--- src/rtl/spi_serdes_burst.sv ---
// SPI slave serialiser/deserialiser for multi-word bursts under one slave-select,
// with a single-entry transmit holding buffer and underrun/frame event pulses.
module spi_serdes_burst #(
  parameter int PACKET_WIDTH = 8,
  parameter int CPOL = 0,
  parameter int CPHA = 0,
  parameter int MSB_FIRST = 1,
  parameter int SYNC_STAGES = 2,
  parameter logic [PACKET_WIDTH-1:0] UNDERRUN_FILL = {PACKET_WIDTH{1'b1}}
) (
  input  logic                    clk,
  input  logic                    reset_n,
  input  logic                    spi_SCLK,
  input  logic                    spi_SSEL,
  input  logic                    spi_MOSI,
  output logic                    spi_MISO,
  input  logic [PACKET_WIDTH-1:0] outPacket,
  input  logic                    outValid,
  output logic                    outReady,
  output logic [PACKET_WIDTH-1:0] inPacket,
  output logic                    dataReady,
  output logic [15:0]             wordIndex,
  output logic                    busy,
  output logic                    underrun,
  output logic                    frameEnd
);

  localparam int CW = $clog2(PACKET_WIDTH + 1);
  localparam logic IDLE_LVL = (CPOL != 0) ? 1'b1 : 1'b0;
  localparam logic [CW-1:0] LAST_BIT = CW'(PACKET_WIDTH - 1);

  typedef enum logic {IDLE = 1'b0, ACTIVE = 1'b1} state_t;

  function automatic logic first_bit(input logic [PACKET_WIDTH-1:0] w);
    if (MSB_FIRST != 0) first_bit = w[PACKET_WIDTH-1];
    else                first_bit = w[0];
  endfunction

  function automatic logic [PACKET_WIDTH-1:0] tx_shift(input logic [PACKET_WIDTH-1:0] w);
    if (MSB_FIRST != 0) tx_shift = {w[PACKET_WIDTH-2:0], 1'b0};
    else                tx_shift = {1'b0, w[PACKET_WIDTH-1:1]};
  endfunction

  function automatic logic [PACKET_WIDTH-1:0] rx_shift(input logic [PACKET_WIDTH-1:0] w,
                                                       input logic b);
    if (MSB_FIRST != 0) rx_shift = {w[PACKET_WIDTH-2:0], b};
    else                rx_shift = {b, w[PACKET_WIDTH-1:1]};
  endfunction

  logic [SYNC_STAGES-1:0]  sclk_sync_r, ssel_sync_r, mosi_sync_r;
  logic                    sclk_prev_r, ssel_prev_r;
  state_t                  state_r, state_next_s;
  logic [PACKET_WIDTH-1:0] hold_r, tx_r, rx_r, in_packet_r;
  logic                    full_r, miso_r, data_ready_r, underrun_r, frame_end_r;
  logic [CW-1:0]           bit_cnt_r;
  logic [15:0]             word_index_r;

  logic sclk_s, ssel_s, mosi_s, lead_s, trail_s, ssel_fall_s, ssel_rise_s;
  logic sample_edge_s, shift_edge_s;
  logic busy_s, start_s, sample_s, load_s, shift_s, abort_s, ready_s, write_s;
  logic [PACKET_WIDTH-1:0] load_word_s, tx_next_s, rx_next_s;

  // Synchronisers; SSEL starts low so a select already asserted at reset release never starts a frame
  always_ff @(posedge clk or negedge reset_n) begin
    if (!reset_n) begin
      sclk_sync_r <= {SYNC_STAGES{IDLE_LVL}};
      ssel_sync_r <= {SYNC_STAGES{1'b0}};
      mosi_sync_r <= {SYNC_STAGES{1'b0}};
      sclk_prev_r <= IDLE_LVL;
      ssel_prev_r <= 1'b0;
    end else begin
      sclk_sync_r <= {sclk_sync_r[SYNC_STAGES-2:0], spi_SCLK};
      ssel_sync_r <= {ssel_sync_r[SYNC_STAGES-2:0], spi_SSEL};
      mosi_sync_r <= {mosi_sync_r[SYNC_STAGES-2:0], spi_MOSI};
      sclk_prev_r <= sclk_sync_r[SYNC_STAGES-1];
      ssel_prev_r <= ssel_sync_r[SYNC_STAGES-1];
    end
  end

  assign sclk_s        = sclk_sync_r[SYNC_STAGES-1];
  assign ssel_s        = ssel_sync_r[SYNC_STAGES-1];
  assign mosi_s        = mosi_sync_r[SYNC_STAGES-1];
  assign lead_s        = (sclk_s != sclk_prev_r) && (sclk_s != IDLE_LVL);
  assign trail_s       = (sclk_s != sclk_prev_r) && (sclk_s == IDLE_LVL);
  assign ssel_fall_s   = ssel_prev_r && !ssel_s;
  assign ssel_rise_s   = !ssel_prev_r && ssel_s;
  assign sample_edge_s = (CPHA != 0) ? trail_s : lead_s;
  assign shift_edge_s  = (CPHA != 0) ? lead_s : trail_s;

  // Frame state register
  always_ff @(posedge clk or negedge reset_n) begin
    if (!reset_n) state_r <= IDLE;
    else          state_r <= state_next_s;
  end

  // Frame next-state logic
  always_comb begin
    state_next_s = state_r;
    case (state_r)
      IDLE:    if (ssel_fall_s) state_next_s = ACTIVE; else state_next_s = IDLE;
      ACTIVE:  if (ssel_rise_s) state_next_s = IDLE;   else state_next_s = ACTIVE;
      default: state_next_s = IDLE;
    endcase
  end

  // Per-state event strobes; a bit counter of zero on a shift edge marks a word boundary
  always_comb begin
    busy_s   = 1'b0;
    start_s  = 1'b0;
    sample_s = 1'b0;
    load_s   = 1'b0;
    shift_s  = 1'b0;
    abort_s  = 1'b0;
    case (state_r)
      IDLE: begin
        start_s = ssel_fall_s;
        load_s  = ssel_fall_s && (CPHA == 0);
      end
      ACTIVE: begin
        busy_s   = 1'b1;
        abort_s  = ssel_rise_s;
        sample_s = sample_edge_s;
        load_s   = shift_edge_s && (bit_cnt_r == {CW{1'b0}}) && !ssel_rise_s;
        shift_s  = shift_edge_s && (bit_cnt_r != {CW{1'b0}}) && !ssel_rise_s;
      end
      default: begin
        busy_s = 1'b0;
      end
    endcase
  end

  assign ready_s     = !full_r || load_s;
  assign write_s     = outValid && ready_s;
  assign load_word_s = full_r ? hold_r : UNDERRUN_FILL;
  assign tx_next_s   = tx_shift(tx_r);
  assign rx_next_s   = rx_shift(rx_r, mosi_s);

  // Holding buffer: a load and a write in the same cycle hand over the old word and keep the new one
  always_ff @(posedge clk or negedge reset_n) begin
    if (!reset_n) begin
      hold_r <= {PACKET_WIDTH{1'b0}};
      full_r <= 1'b0;
    end else begin
      if (write_s) hold_r <= outPacket;
      if (write_s)     full_r <= 1'b1;
      else if (load_s) full_r <= 1'b0;
    end
  end

  // Transmit shifter; MISO is registered and takes the first bit straight from the load path
  always_ff @(posedge clk or negedge reset_n) begin
    if (!reset_n) begin
      tx_r   <= {PACKET_WIDTH{1'b0}};
      miso_r <= 1'b0;
    end else if (load_s) begin
      tx_r   <= load_word_s;
      miso_r <= first_bit(load_word_s);
    end else if (shift_s) begin
      tx_r   <= tx_next_s;
      miso_r <= first_bit(tx_next_s);
    end else if (abort_s) begin
      tx_r   <= {PACKET_WIDTH{1'b0}};
      miso_r <= 1'b0;
    end
  end

  // Receive shifter and event pulses; a completing sample still lands when the frame aborts
  always_ff @(posedge clk or negedge reset_n) begin
    if (!reset_n) begin
      rx_r         <= {PACKET_WIDTH{1'b0}};
      bit_cnt_r    <= {CW{1'b0}};
      in_packet_r  <= {PACKET_WIDTH{1'b0}};
      data_ready_r <= 1'b0;
      word_index_r <= 16'd0;
      underrun_r   <= 1'b0;
      frame_end_r  <= 1'b0;
    end else begin
      data_ready_r <= 1'b0;
      underrun_r   <= load_s && !full_r;
      frame_end_r  <= abort_s;
      if (start_s) begin
        word_index_r <= 16'd0;
        bit_cnt_r    <= {CW{1'b0}};
        rx_r         <= {PACKET_WIDTH{1'b0}};
      end else if (sample_s) begin
        if (bit_cnt_r == LAST_BIT) begin
          in_packet_r  <= rx_next_s;
          data_ready_r <= 1'b1;
          bit_cnt_r    <= {CW{1'b0}};
          if (word_index_r != 16'hFFFF) word_index_r <= word_index_r + 16'd1;
        end else begin
          rx_r      <= rx_next_s;
          bit_cnt_r <= bit_cnt_r + CW'(1);
        end
      end
      if (abort_s) begin
        rx_r      <= {PACKET_WIDTH{1'b0}};
        bit_cnt_r <= {CW{1'b0}};
      end
    end
  end

  assign spi_MISO  = miso_r;
  assign outReady  = ready_s;
  assign inPacket  = in_packet_r;
  assign dataReady = data_ready_r;
  assign wordIndex = word_index_r;
  assign busy      = busy_s;
  assign underrun  = underrun_r;
  assign frameEnd  = frame_end_r;

endmodule

--- config.mk ---
export PLATFORM = sky130hd
export DESIGN_NAME = spi_serdes_burst
export DESIGN_NICKNAME = d
export VERILOG_FILES = /design/src/rtl/spi_serdes_burst.sv
export SDC_FILE = /design/constraint.sdc
export NUM_CORES = 1
export LEC_CHECK = 0
export CAP_MARGIN = 20
export CELL_PAD_IN_SITES_DETAIL_PLACEMENT = 0
export CELL_PAD_IN_SITES_GLOBAL_PLACEMENT = 1
export CORE_ASPECT_RATIO = 0.6
export CORE_MARGIN = 2
export CORE_UTILIZATION = 42
export DETAILED_ROUTE_END_ITERATION = 12
export PLACE_DENSITY_LB_ADDON = 0.1
export SYNTH_ARGS = -nofsm -noshare
export SYNTH_HDL_FRONTEND = slang
export SYNTH_SLANG_ARGS = --single-unit
export TNS_END_PERCENT = 1
--- constraint.sdc ---
create_clock -name clk -period 1.9 [get_ports clk]
set_input_delay 0.19 -clock clk [delete_from_list [all_inputs] [get_ports clk]]
set_output_delay 0.19 -clock clk [all_outputs]
set_load 0.01 [all_outputs]
==> run_results.csv <==
group,metric,value,unit
sta,setup_viol,3,
synth,synth_area_per_cell,11.12,um2
critical_path,slowest_stage,"dfrtp_1",
routing,drt_wl_total,6036,um
synth,synth_flop_cell,"dfrtp_1",
critical_path,crit_buf_inv,4,
cells_and_area,drive_above_1_share,20.54,%
critical_path,critPathRequiredTime,2.11,ns
status,violations,"setup timing",
sta,fin_ws,-0.01348,ns
floorplan,die_h,68.51,um
critical_path,r2r_start,"bit_cnt_r[0]$_DFFE_PN0P_",
flow_run,max_cap_viol_count,0,
critical_path,r2r_cells,9,
synth,ys_types,46,
sta,period_needed,1.913,ns
clocking,htree_levels,3,
sta,drv_slew,0,
synth,syn_inst,262,
clocking,path_clk_slew,0.06,ns
global_route,antenna_found_initial,0,
critical_path,worstPathMaxFanout,4,
synth,syn_area,2913,um2
sta,tightest_slew,0.7172,ns
critical_path,cp-start-kind,"flip-flop",
synth,synth_edf_count,0,
global_route,overflow,0,
synth,synth_seq_cells,64,
hold_path,hold_class,"in -> reg",
floorplan,core_area,6705,um2
power,ir_drop,683.4,uV
critical_path,path_cells,"inv_2 > ha_1 > nor3b_2 > buf_4 > a31oi_4 > buf_6 > a21boi_4 > buf_6 > mux2_4",
sta,final.period_utilization,100.7,%
synth,synth_area_leader_cell,"dfrtp_1",
critical_path,crit_family,"buffers and inverters",
clocking,insertion_delay,0.32,ns
cells_and_area,area_delta_synth_final,35.61,%
routing,routedWlPerCell,14.44,um
power,power_density,936.0,nW/um2
critical_path,critPathArrivalTime,2.12,ns
placed_design,port_buffers,43,
clocking,cts_root_buf,"clkbuf_16",
critical_path,path_common_cell,"buf_6",
hold_path,hold_end,"mosi_sync_r[0]$_DFF_PN0_",
floorplan,design.die.area,7639,um2
sta,whs,0.3026,ns
critical_path,crit_path_end_kind,"flip-flop",
floorplan,die_w,111.5,um
clocking,cts_buffers,9,
power,p_leak,1.844,nW
global_route,grt_pass1_vias,2046,
clocking,clock-sinks,64,
clocking,cts_tree,"built",
routing,viasPerCell,5.184,
floorplan,start_util,43.44,%
critical_path,worstSetupPathType,"reg -> reg",
placed_design,place.gp.congestion,0.7836,
global_route,grt_max_degree,44,
cells_and_area,n_antenna_cell,0,
synth,syn-num-nets,279,
power,finalPower,3.697,mW
global_route,grt_pass1_wl,10160,um
synth,yosysWarningCount,0,
floorplan,io_pins,44,
synth,yosys-top-cells-count,"dfrtp_1 (64), nand2_1 (27), nor2_1 (23)",
hold_path,hold_depth,1,
status,outcome,"finished with violations",
sta,rsz0062_at_grt,"true",
routing,drt_iter0_markers,156,
routing,ant_nets,0,
routing,drt-pass1-iter-count,5,
sta,skew,0.004360,ns
critical_path,reg2reg_to,"hold_r[6]$_DFFE_PN0P_",
clocking,cts_buffer_depth,2,
cells_and_area,nFillCells,593,
hold_path,worstHoldStart,"spi_MOSI",
synth,yosysMostFrequentCell,"dfrtp_1",
placed_design,place.detailed.hpwl,4060,um
sta,slew_headroom,51.82,%
routing,vias,2167,
cells_and_area,nNetsFinal,343,
synth,synthTopCellsByArea,"dfrtp_1 (55%), mux2_1 (6.2%), mux2i_1 (5.8%)",
synth,async_flop_share,100.0,%
cells_and_area,final_core_util,58.91,%
routing,drc_errors,0,
critical_path,max_stage_delay,0.39,ns
synth,yosysSeqAreaShare,54.98,%
sta,hold_viol,0,
sta,fmax,0.5226,GHz
global_route,gr-usage-all-layers,17.33,%
synth,yosys.area.top_type_share,54.98,%
floorplan,fp-row-count,23,
critical_path,regToRegSetupSlack,-0.01,ns
[metrics by stage]
stage / cells / worst slack [ns] / setup TNS [ns] / cell area [um2]
2_1_floorplan: 262 / 0.1373 / 0 / 2913
3_3_place_gp: 397 / -0.1057 / -0.8568 / 3521
3_5_place_dp: 397 / -0.1210 / -0.9808 / 3521
4_1_cts: 414 / -0.04287 / -0.2347 / 3846
5_1_grt: 418 / -0.1026 / -0.7461 / 3950
6_report: 418 / -0.01348 / -0.02629 / 3950
[worst reg2reg max path: cells and delay by family (launching register included)]
family / cells / cell delay [ns]
AND/OR/NAND/NOR: 1 / 0.16
adder cells (fa/ha/maj): 1 / 0.13
flip-flops: 1 / 0.39
buffers and inverters: 4 / 0.51
AO/OA/AOI/OAI: 2 / 0.31
multiplexers: 1 / 0.30
[kinds of logic after synthesis]
logic type               after synthesis  share of synthesized area, %
multiplexers                          34                         12.41
AO/OA/AOI/OAI                         37                         9.064
XOR/XNOR                               1                        0.3007
adder cells (fa/ha/maj)                3                         1.289
buffers and inverters                 23                         3.436
AND/OR/NAND/NOR                      100                         18.51
flip-flops                            64                         54.98
[placed cells by master, fill, tap and decap left out, types with 3 or more instances in the layout]
master and count:
buf_6 5, o21ai_0 4, ha_1 3, and3_1 4
nor3_1 5, nor4_2 3, mux2_1 9, a21o_1 7
and3b_1 3, buf_4 13, inv_1 11, a31oi_1 8
clkdlybuf4s50_1 41, mux2i_1 17, nand3_1 3, nor2_1 23
nand2_1 27, dfrtp_1 64, or2_2 8, a21oi_1 5
clkbuf_16 9, mux2_4 7, nand4_1 7
[sequential cells by signal, summed over array words and instances (netlist names)]
| signal | flops |
|---|---|
| frameEnd | 1 |
| underrun | 1 |
| wordIndex | 16 |
| spi_MISO | 1 |
| ssel_prev_r | 1 |
| bit_cnt_r | 4 |
| rx_r | 7 |
| dataReady | 1 |
| mosi_sync_r | 2 |
| tx_r | 7 |
| inPacket | 8 |
| hold_r | 8 |
| sclk_sync_r | 2 |
| full_r | 1 |
| sclk_prev_r | 1 |
| state_r | 1 |
| ssel_sync_r | 2 |
[power by group]
group          leakage, nW  switching, mW  internal [mW]
Combinational        0.866          0.207          0.273
Sequential           0.832         0.0872           1.50
Clock                0.145          0.581           1.05
Total                 1.84          0.875           2.82
[metal layers]
layer	routed length, um	track usage [%]	vias up
li1	-	-	1051
met1	3178	24.80	1057
met2	2463	24.85	48
met3	303	5.594	11
met4	91	6.327	0
met5	0	0	-
[worst max-delay path by stage]
stage	slack [ns]	depth (start not counted)	startpoint	end
finish	-0.01	9	bit_cnt_r[0]$_DFFE_PN0P_	hold_r[6]$_DFFE_PN0P_
global route	-0.10	9	bit_cnt_r[0]$_DFFE_PN0P_	hold_r[6]$_DFFE_PN0P_
CTS	-0.04	8	bit_cnt_r[0]$_DFFE_PN0P_	hold_r[6]$_DFFE_PN0P_
detailed placement	-0.12	8	bit_cnt_r[0]$_DFFE_PN0P_	hold_r[6]$_DFFE_PN0P_
global placement	-0.11	8	bit_cnt_r[0]$_DFFE_PN0P_	hold_r[6]$_DFFE_PN0P_
floorplan	0.14	6	bit_cnt_r[0]$_DFFE_PN0P_	hold_r[0]$_DFFE_PN0P_
[cell type report]
cell class                 count  area (um2)  share of cell area (%)
clock buffer                  11       242.7                   6.145
clock inverter                 5       56.30                   1.425
inverter                      13       48.80                   1.235
multi-input combinational    175        1287                   32.59
sequential                    64        1602                   40.54
tap                           87       108.9                   2.756
timing repair buffer          63       604.3                   15.30
[what timing repair did]
| action | 4_1_cts | 5_1_grt |
|---|---|---|
| resized for setup | 8 | 20 |
| setup buffers | 0 | 4 |
| pin swaps | 1 | 2 |
| setup endpoints to repair | 14 | 20 |
| endpoints found under the hold margin | 21 | 0 |
| hold buffers | 1 | 0 |
Power figures use the tool's default switching activity.
